`config.mk`:
```
export PLATFORM = sky130hd
export DESIGN_NAME = my_rr_arbiter
export DESIGN_NICKNAME = d
export VERILOG_FILES = /design/src/rtl/my_rr_arbiter.sv
export SDC_FILE = /design/constraint.sdc
export NUM_CORES = 1
export LEC_CHECK = 0
export CAP_MARGIN = 20
export CORE_MARGIN = 3
export CORE_UTILIZATION = 25
export CTS_BUF_LIST = sky130_fd_sc_hd__clkbuf_4 sky130_fd_sc_hd__clkbuf_8 sky130_fd_sc_hd__clkbuf_16
export DETAILED_ROUTE_END_ITERATION = 10
export GPL_ROUTABILITY_DRIVEN = 0
export PLACE_DENSITY = 0.5
export SLEW_MARGIN = 15
export SYNTH_ARGS = -nofsm -noshare
export SYNTH_HDL_FRONTEND = slang
export SYNTH_SLANG_ARGS = --single-unit
```
`constraint.sdc`:
```
create_clock -name clk -period 4.3 [get_ports clk]
set_clock_uncertainty 0.2 [all_clocks]
set_input_delay 0.645 -clock clk [delete_from_list [all_inputs] [get_ports clk]]
set_output_delay 0.645 -clock clk [all_outputs]
set_load 0.01 [all_outputs]
```
`src/rtl/my_rr_arbiter.sv`:
```
// rtl/my_rr_arbiter.sv - three-requester round-robin arbiter with hold timeout and handover gap
// Optional grant/preempt counters are enabled by defining MY_RR_ARBITER_STATS_EN.
module my_rr_arbiter #(
  parameter int HOLD_W   = 5,
  parameter int HOLD_MAX = 16,
  parameter int CNT_W    = 16
) (
  input  logic             clk,
  input  logic             rst,
  input  logic             req_a,
  input  logic             req_b,
  input  logic             req_c,
  output logic             gnt_a,
  output logic             gnt_b,
  output logic             gnt_c,
  output logic [1:0]       owner,
  output logic             busy,
  output logic             preempt
`ifdef MY_RR_ARBITER_STATS_EN
  ,
  output logic [CNT_W-1:0] cnt_a,
  output logic [CNT_W-1:0] cnt_b,
  output logic [CNT_W-1:0] cnt_c,
  output logic [CNT_W-1:0] cnt_preempt
`endif
);

  typedef enum logic [1:0] {
    S_IDLE    = 2'd0,
    S_GRANT   = 2'd1,
    S_RELEASE = 2'd2
  } state_t;

  localparam logic [1:0] NONE = 2'd3;

  state_t            state_q, state_d;
  logic [1:0]        owner_q, owner_d;
  logic [1:0]        last_q, last_d;
  logic [HOLD_W-1:0] hold_q, hold_d;
  logic              preempt_q, preempt_d;
  logic [2:0]        gnt_q, gnt_d;
  logic              busy_q, busy_d;

  logic [2:0] req_v;
  logic [2:0] own_mask;
  logic [2:0] others;
  logic [1:0] pick;
  logic       owner_req;
  logic       timeout;

  if (CNT_W < 1 || HOLD_MAX < 2 || HOLD_MAX > (2 ** HOLD_W) - 1) begin : g_bad_params
  end

  // First requester after `last` in the cyclic order A -> B -> C -> A.
  function automatic logic [1:0] rr_pick(input logic [1:0] last, input logic [2:0] req);
    int idx;
    rr_pick = NONE;
    for (int k = 3; k >= 1; k--) begin
      idx = (int'(last) + k) % 3;
      if (req[idx]) rr_pick = 2'(idx);
    end
  endfunction

  assign req_v = {req_c, req_b, req_a};
  assign pick  = rr_pick(last_q, req_v);

  always_comb begin
    own_mask = 3'b000;
    case (owner_q)
      2'd0:    own_mask = 3'b001;
      2'd1:    own_mask = 3'b010;
      2'd2:    own_mask = 3'b100;
      default: own_mask = 3'b000;
    endcase
  end

  assign owner_req = |(req_v & own_mask);
  assign others    = req_v & ~own_mask;
  assign timeout   = (hold_q == HOLD_W'(HOLD_MAX - 1));

  always_ff @(posedge clk) begin
    if (rst) begin
      state_q   <= S_IDLE;
      owner_q   <= NONE;
      last_q    <= 2'd2;
      hold_q    <= '0;
      preempt_q <= 1'b0;
      gnt_q     <= 3'b000;
      busy_q    <= 1'b0;
    end else begin
      state_q   <= state_d;
      owner_q   <= owner_d;
      last_q    <= last_d;
      hold_q    <= hold_d;
      preempt_q <= preempt_d;
      gnt_q     <= gnt_d;
      busy_q    <= busy_d;
    end
  end

  always_comb begin
    state_d = state_q;
    case (state_q)
      S_IDLE, S_RELEASE: state_d = (pick != NONE) ? S_GRANT : S_IDLE;
      S_GRANT: begin
        if (!owner_req || (timeout && (|others))) state_d = S_RELEASE;
      end
      default: state_d = S_IDLE;
    endcase
  end

  // Release takes priority over timeout, so a simultaneous drop never pulses preempt.
  always_comb begin
    owner_d   = owner_q;
    last_d    = last_q;
    hold_d    = hold_q;
    preempt_d = 1'b0;
    case (state_q)
      S_IDLE, S_RELEASE: begin
        owner_d = pick;
        hold_d  = '0;
      end
      S_GRANT: begin
        if (!owner_req) begin
          owner_d = NONE;
          last_d  = owner_q;
          hold_d  = '0;
        end else if (timeout && (|others)) begin
          owner_d   = NONE;
          last_d    = owner_q;
          hold_d    = '0;
          preempt_d = 1'b1;
        end else if (!timeout) begin
          hold_d = hold_q + HOLD_W'(1);
        end
      end
      default: begin
        owner_d = NONE;
        hold_d  = '0;
      end
    endcase
    gnt_d  = (owner_d == NONE) ? 3'b000 : (3'b001 << owner_d);
    busy_d = (owner_d != NONE);
  end

  assign gnt_a   = gnt_q[0];
  assign gnt_b   = gnt_q[1];
  assign gnt_c   = gnt_q[2];
  assign owner   = owner_q;
  assign busy    = busy_q;
  assign preempt = preempt_q;

`ifdef MY_RR_ARBITER_STATS_EN
  logic [CNT_W-1:0] cnt_a_q, cnt_b_q, cnt_c_q, cnt_p_q;
  logic [2:0]       gnt_rise;

  assign gnt_rise = gnt_d & ~gnt_q;

  always_ff @(posedge clk) begin
    if (rst) begin
      cnt_a_q <= '0;
      cnt_b_q <= '0;
      cnt_c_q <= '0;
      cnt_p_q <= '0;
    end else begin
      if (gnt_rise[0]) cnt_a_q <= cnt_a_q + CNT_W'(1);
      if (gnt_rise[1]) cnt_b_q <= cnt_b_q + CNT_W'(1);
      if (gnt_rise[2]) cnt_c_q <= cnt_c_q + CNT_W'(1);
      if (preempt_d)   cnt_p_q <= cnt_p_q + CNT_W'(1);
    end
  end

  assign cnt_a       = cnt_a_q;
  assign cnt_b       = cnt_b_q;
  assign cnt_c       = cnt_c_q;
  assign cnt_preempt = cnt_p_q;
`endif

endmodule

```
==> flow_summary.yaml, run 1 <==
route:
  ant_nets: 0
  drt_iter0_markers: 47
  viasPerCell: 4.818
  vias: 766
  drt-pass1-iter-count: 4
  drcViolationCount: 0
  wl_per_cell_um: 12.48
  routed_wl_mm: 1.985
outcome:
  outcome: "finished, final reports clean"
grt:
  grt_max_degree: 13
  antenna_found_initial: 0
  grt_pass1_wl_mm: 3.387
  grt_pass1_vias: 767
  grt_use_total_pct: 9.853
  grt_overflow: 0
power_and_ir_drop:
  ir_worst_vdd_v: 0.0002135
  swShare_pct: 37.45
  leakage_nw: 0.5008
  power_density_nw_per_um2: 565.9
  clock_power_share_pct: 20.1
  switchingPower_uw: 243.9
  combPwrFrac_pct: 45.3
  p_int_uw: 407.4
  power.share.sequential_pct: 34.5
yosys:
  synthXorXnorAreaFrac_pct: 2.734
  ys_warn_count: 0
  ys_seq_area_share_pct: 33.33
  syn_inst: 106
  ys_top_cells_by_area: "dfxtp_1, mux2i_1, ha_1"
  synth_top_area_cell: "dfxtp_1"
  synth_area_per_cell_um2: 9.065
  synth_compound_area_share_pct: 24.61
  synth.top_cell.area_share_pct: 33.33
  synth_edf_count: 0
  ys_top_cells_by_count: "dfxtp_1, nor2_1, mux2i_1"
  synthMuxAreaShare_pct: 9.375
  ys_types: 37
  synth_adder_area_share_pct: 7.813
  synth-seq-cells: 16
  yosysMostFrequentCell: "dfxtp_1"
  synth_top_family_by_area: "compound AO/OA/AOI/OAI gates"
  syn_nets: 117
  synthSimpleGateAreaFrac_pct: 16.02
  syn_area_um2: 960.9
  ys.flop_type: "dfxtp_1"
  synthArstFlopShare_pct: 0
timing:
  fin_ws_ps: 1578
  setup_viol: 0
  worst_pin_slew_ps: 837.0
  maxClockFrequency_ghz: 0.3674
  hold_viol_final: 0
  finalSetupTns_ps: 0
  rsz0062_at_grt: "no"
  post-route-period-util_pct: 63.30
  maxSlewHeadroom_pct: 43.72
  holdWs_ps: 287.5
  layout_min_cycle_time_ps: 2722
  finalMaxSlewViolations: 0
die:
  die_h_um: 68.00
  core-area_um2: 3521
  die-area_um2: 4623
  placementRows: 21
  initial_utilization_pct: 27.29
  ios: 12
  die_x_um: 68.00
clock_tree:
  clock_sinks: 16
  post_cts_resized: 0
  post_cts_buffers: 0
  htreeDepth: 1
  cts_tree: "done"
  cts-root-buf: "clkbuf_8"
  cts_buffer_depth: 2
  path_clk_slew_ps: 60
  cts_hold_buf: 0
  numCtsBuffers: 3
  clkLatencyLatePin_ps: 250
critical_path:
  cp.required_ps: 4180
  path_cells: "clkdlybuf4s50_1, mux2i_1, o22ai_1, o31ai_1, a221oi_1"
  cp-start-kind: "input port"
  worstPathArrival_ps: 2600
  cpMaxStageDelayCell: "o31ai_1"
  crit_buf_inv: 1
  cp_slowest_stage_delay_ps: 750
  critical-path-top-delay-family: "compound AO/OA/AOI/OAI gates"
  path_max_fanout: 12
  worst_setup_path_end_kind: "register"
  crit_type: "in2reg"
final_layout:
  final.fill_count: 385
  fin_nets: 125
  area_delta_synth_final_pct: 19.79
  n_antenna_cell: 0
  regArea_um2: 320.3
  drive_gt1_share_pct: 7.965
  multi_input_area_um2: 581.8
placed_design:
  hpwl_mm: 1.446
  place_ws_ps: 1317
  io_buffers: 11
worst_hold_path:
  hold_class: "reg2reg"
run:
  drv_cap: 0
[final cells by class]
cell class	count	share of cell area, %
Clock buffer	4	4.783
Timing Repair Buffer	11	9.565
Sequential cell	16	27.83
Multi-Input combinational cell	75	50.54
Inverter	7	2.283
Tap cell	46	5.000
[worst paths after layout]
| kind | from | to | slack, ps | cells after the start |
|---|---|---|---|---|
| max reg2reg | last_q[0]$_SDFFE_PP0P_ | gnt_q[0]$_SDFF_PP0_ | 1730 | 6 |
| min | hold_q[4]$_SDFFE_PP0N_ | hold_q[4]$_SDFFE_PP0N_ | 290 | 2 |
| max | req_b | gnt_q[0]$_SDFF_PP0_ | 1580 | 5 |
| min reg2reg | hold_q[4]$_SDFFE_PP0N_ | hold_q[4]$_SDFFE_PP0N_ | 290 | 2 |
[power groups by stage]
stage                     sequential, mW  clock [mW]  combinational [mW]
after floorplan                    0.217           0               0.214
after global placement             0.228           0               0.293
after detailed placement           0.227           0               0.295
after CTS                          0.226       0.135               0.298
after global routing               0.231       0.143               0.328
final                              0.225       0.131               0.295
[cells by family after synthesis]
family,count (synthesis)
simple gates,29
compound gates,28
flops,16
buf+inv,15
mux,9
fa+ha+maj,6
xor+xnor,3
[per-layer routing]
metal,share of wire [%],routed length (um),vias to the layer above,GRT usage (%)
met4,1.5,29,0,4.467
met1,51,1017,360,13.17
met3,3.9,78,4,2.463
met2,43,859,13,14.80
met5,0,0,-,0
li1,-,-,389,-
[worst register-to-register path: cells and delay by family, from the launching register on]
kind | cells | cell delay [ps]
flops | 1 | 380
compound gates | 3 | 1120
buf+inv | 1 | 80
fa+ha+maj | 1 | 410
mux | 1 | 220
[layout by cell type (no fill, tap or decap), types with 2 or more instances in the layout]
master            n
o211a_1           4
a311oi_1          2
clkbuf_8          4
nor2_1           13
inv_1             7
clkdlybuf4s50_1  11
and3_1            2
nand2_1           3
o21a_1            3
xor2_1            2
o21ai_0           3
nand3b_1          3
ha_1              6
dfxtp_1          16
a31oi_1           3
a21oi_1           2
mux2i_1           9
[stage by stage]
step,power (mW),util (%),instances,area (um^2)
2_1_floorplan,0.4310,-,106,960.9
3_3_place_gp,0.5209,31.13,155,1096
3_5_place_dp,0.5224,31.13,155,1096
4_1_cts,0.6587,32.69,159,1151
5_1_grt,0.7024,32.69,159,1151
6_report,0.6514,32.69,159,1151
[sequential cells by signal, indices dropped and copies added, names as in the netlist]
signal,flops
busy,1
gnt_q,3
hold_q,5
last_q,2
owner,2
preempt,1
state_q,2
No activity file was read; power rests on OpenSTA's default activity.
==> run 2: changes to the inputs <==
Clock period 4.3 ns to 2.75 ns, I/O delays scaled along.
==> run 2 against run 1 <==
Combinational power is 68% higher. Flip-flop and latch count unchanged. Routed wire length is 1.7% higher. Final cell count up 2.5%. Highest routed layer unchanged. Worst setup slack got worse by 1200 ps.
==> flow_summary.yaml, run 2 (synthesized netlist as in run 1, its figures left out) <==
timing:
  layout_min_cycle_time_ps: 2405
  finalSetupTns_ps: 0
  maxClockFrequency_ghz: 0.4157
  rsz0062_at_grt: "no"
  post-route-period-util_pct: 87.47
  finalMaxSlewViolations: 0
  maxSlewHeadroom_pct: 66.41
  hold_viol_final: 0
  worst_pin_slew_ps: 503.8
  setup_viol: 0
placed_design:
  io_buffers: 11
  hpwl_mm: 1.537
  dpl_cell_area_um2: 1126
grt:
  grt_overflow: 0
  grt_use_total_pct: 9.891
  antenna_found_initial: 0
  grt_max_degree: 13
  grt_pass1_wl_mm: 3.353
  grt_pass1_vias: 767
route:
  viasPerCell: 4.902
  drt_iter0_markers: 38
  drt-pass1-iter-count: 4
  routed_wl_mm: 2.019
  ant_nets: 0
  wl_per_cell_um: 12.39
  vias: 799
  drcViolationCount: 0
die:
  die_x_um: 68.00
  placementRows: 21
  initial_utilization_pct: 27.29
  die-area_um2: 4623
  core-area_um2: 3521
  die_h_um: 68.00
  ios: 12
run:
  drv_cap: 0
clock_tree:
  cts-root-buf: "clkbuf_8"
  htreeDepth: 1
  cts_buffer_depth: 2
  post_cts_resized: 0
  numCtsBuffers: 3
  cts_tree: "done"
  cts_hold_buf: 0
  path_clk_slew_ps: 60
  post_cts_buffers: 0
  clkLatencyLatePin_ps: 250
  clock_sinks: 16
critical_path:
  worstPathArrival_ps: 2350
  reg2reg_to: "gnt_q[2]$_SDFF_PP0_"
  cp.required_ps: 2690
  path_max_fanout: 9
  cp-start-kind: "register"
  worst_setup_path_end_kind: "register"
  critPathLaunch: "hold_q[0]$_SDFFE_PP0N_"
  reg2reg_depth: 6
  r2r_setup_slack_ps: 340
  crit_type: "reg2reg"
  timing.rr.start: "hold_q[0]$_SDFFE_PP0N_"
final_layout:
  area_delta_synth_final_pct: 22.92
  top_register: "hold_q"
  drive_gt1_share_pct: 11.11
  n_antenna_cell: 0
  largest_register_ffs: 5
  top_regs: "hold_q x5, gnt_q x3"
  final.fill_count: 402
  final_cell_mix: "dfxtp_1, nor2_1, clkdlybuf4s50_1"
  fin_util_pct: 33.55
  design_area_um2: 1181
  fin_nets: 129
  layout_commonest_cell: "dfxtp_1"
worst_hold_path:
  holdPathEnd: "hold_q[4]$_SDFFE_PP0N_"
  hold_class: "reg2reg"
  hold_depth: 2
  min_from: "hold_q[4]$_SDFFE_PP0N_"
outcome:
  outcome: "finished, final reports clean"
power_and_ir_drop:
  leakage_nw: 0.5210
  power_density_nw_per_um2: 891.8
  ir_worst_vdd_v: 0.0003381
## run 2: cell count changes in the layout (fill, tap and decap cells not counted)
cell | before | now
buf_4 | 0 | 4
## run 2: worst max-delay path by stage
stage | end | slack, ps | cells after the start
floorplan | gnt_q[0]$_SDFF_PP0_ | 460 | 7
global placement | gnt_q[2]$_SDFF_PP0_ | 250 | 5
detailed placement | gnt_q[2]$_SDFF_PP0_ | 150 | 5
CTS | gnt_q[2]$_SDFF_PP0_ | 320 | 6
global route | gnt_q[2]$_SDFF_PP0_ | 190 | 6
finish | gnt_q[2]$_SDFF_PP0_ | 340 | 6
## run 2: where the power goes
part / switching, mW / internal, mW
clock network: 0.0784 / 0.127
registers: 0.0613 / 0.292
logic: 0.253 / 0.242
total: 0.393 / 0.660
## run 2: stage by stage
stage | setup WS, ps | power (mW) | cells | hold WS (ps)
after global placement | 246.4 | 0.8444 | 159 | 269.5
after detailed placement | 147.3 | 0.8522 | 159 | 296.9
after CTS | 321.9 | 1.066 | 163 | 314.1
after floorplan | 455.4 | 0.6739 | 106 | 258.5
final | 344.5 | 1.053 | 163 | 305.4
after global routing | 185.8 | 1.130 | 163 | 337.4
## run 2: critical path, stage by stage (launching register included)
cell       delay [ps]
dfxtp_1           330
ha_1              210
and3_1            180
ha_1              300
o32ai_2           540
o21ai_2           140
a2111oi_2         390
## run 2: final cells by class
type	instances	area, um^2	area share [%]
flip-flops and latches	16	320.3	27.12
clock buffers	4	55.05	4.661
well taps	46	57.56	4.873
repair buffers	15	140.1	11.86
multi-input cells	75	581.8	49.26
inverters	7	26.28	2.225
## run 2: per-layer routing
| layer | up-vias | GRT usage, % | wire, um |
|---|---|---|---|
| li1 | 400 | - | - |
| met1 | 384 | 12.29 | 1004 |
| met2 | 11 | 15.28 | 880 |
| met3 | 4 | 2.956 | 100 |
| met4 | 0 | 5.211 | 34 |
| met5 | - | 0 | 0 |
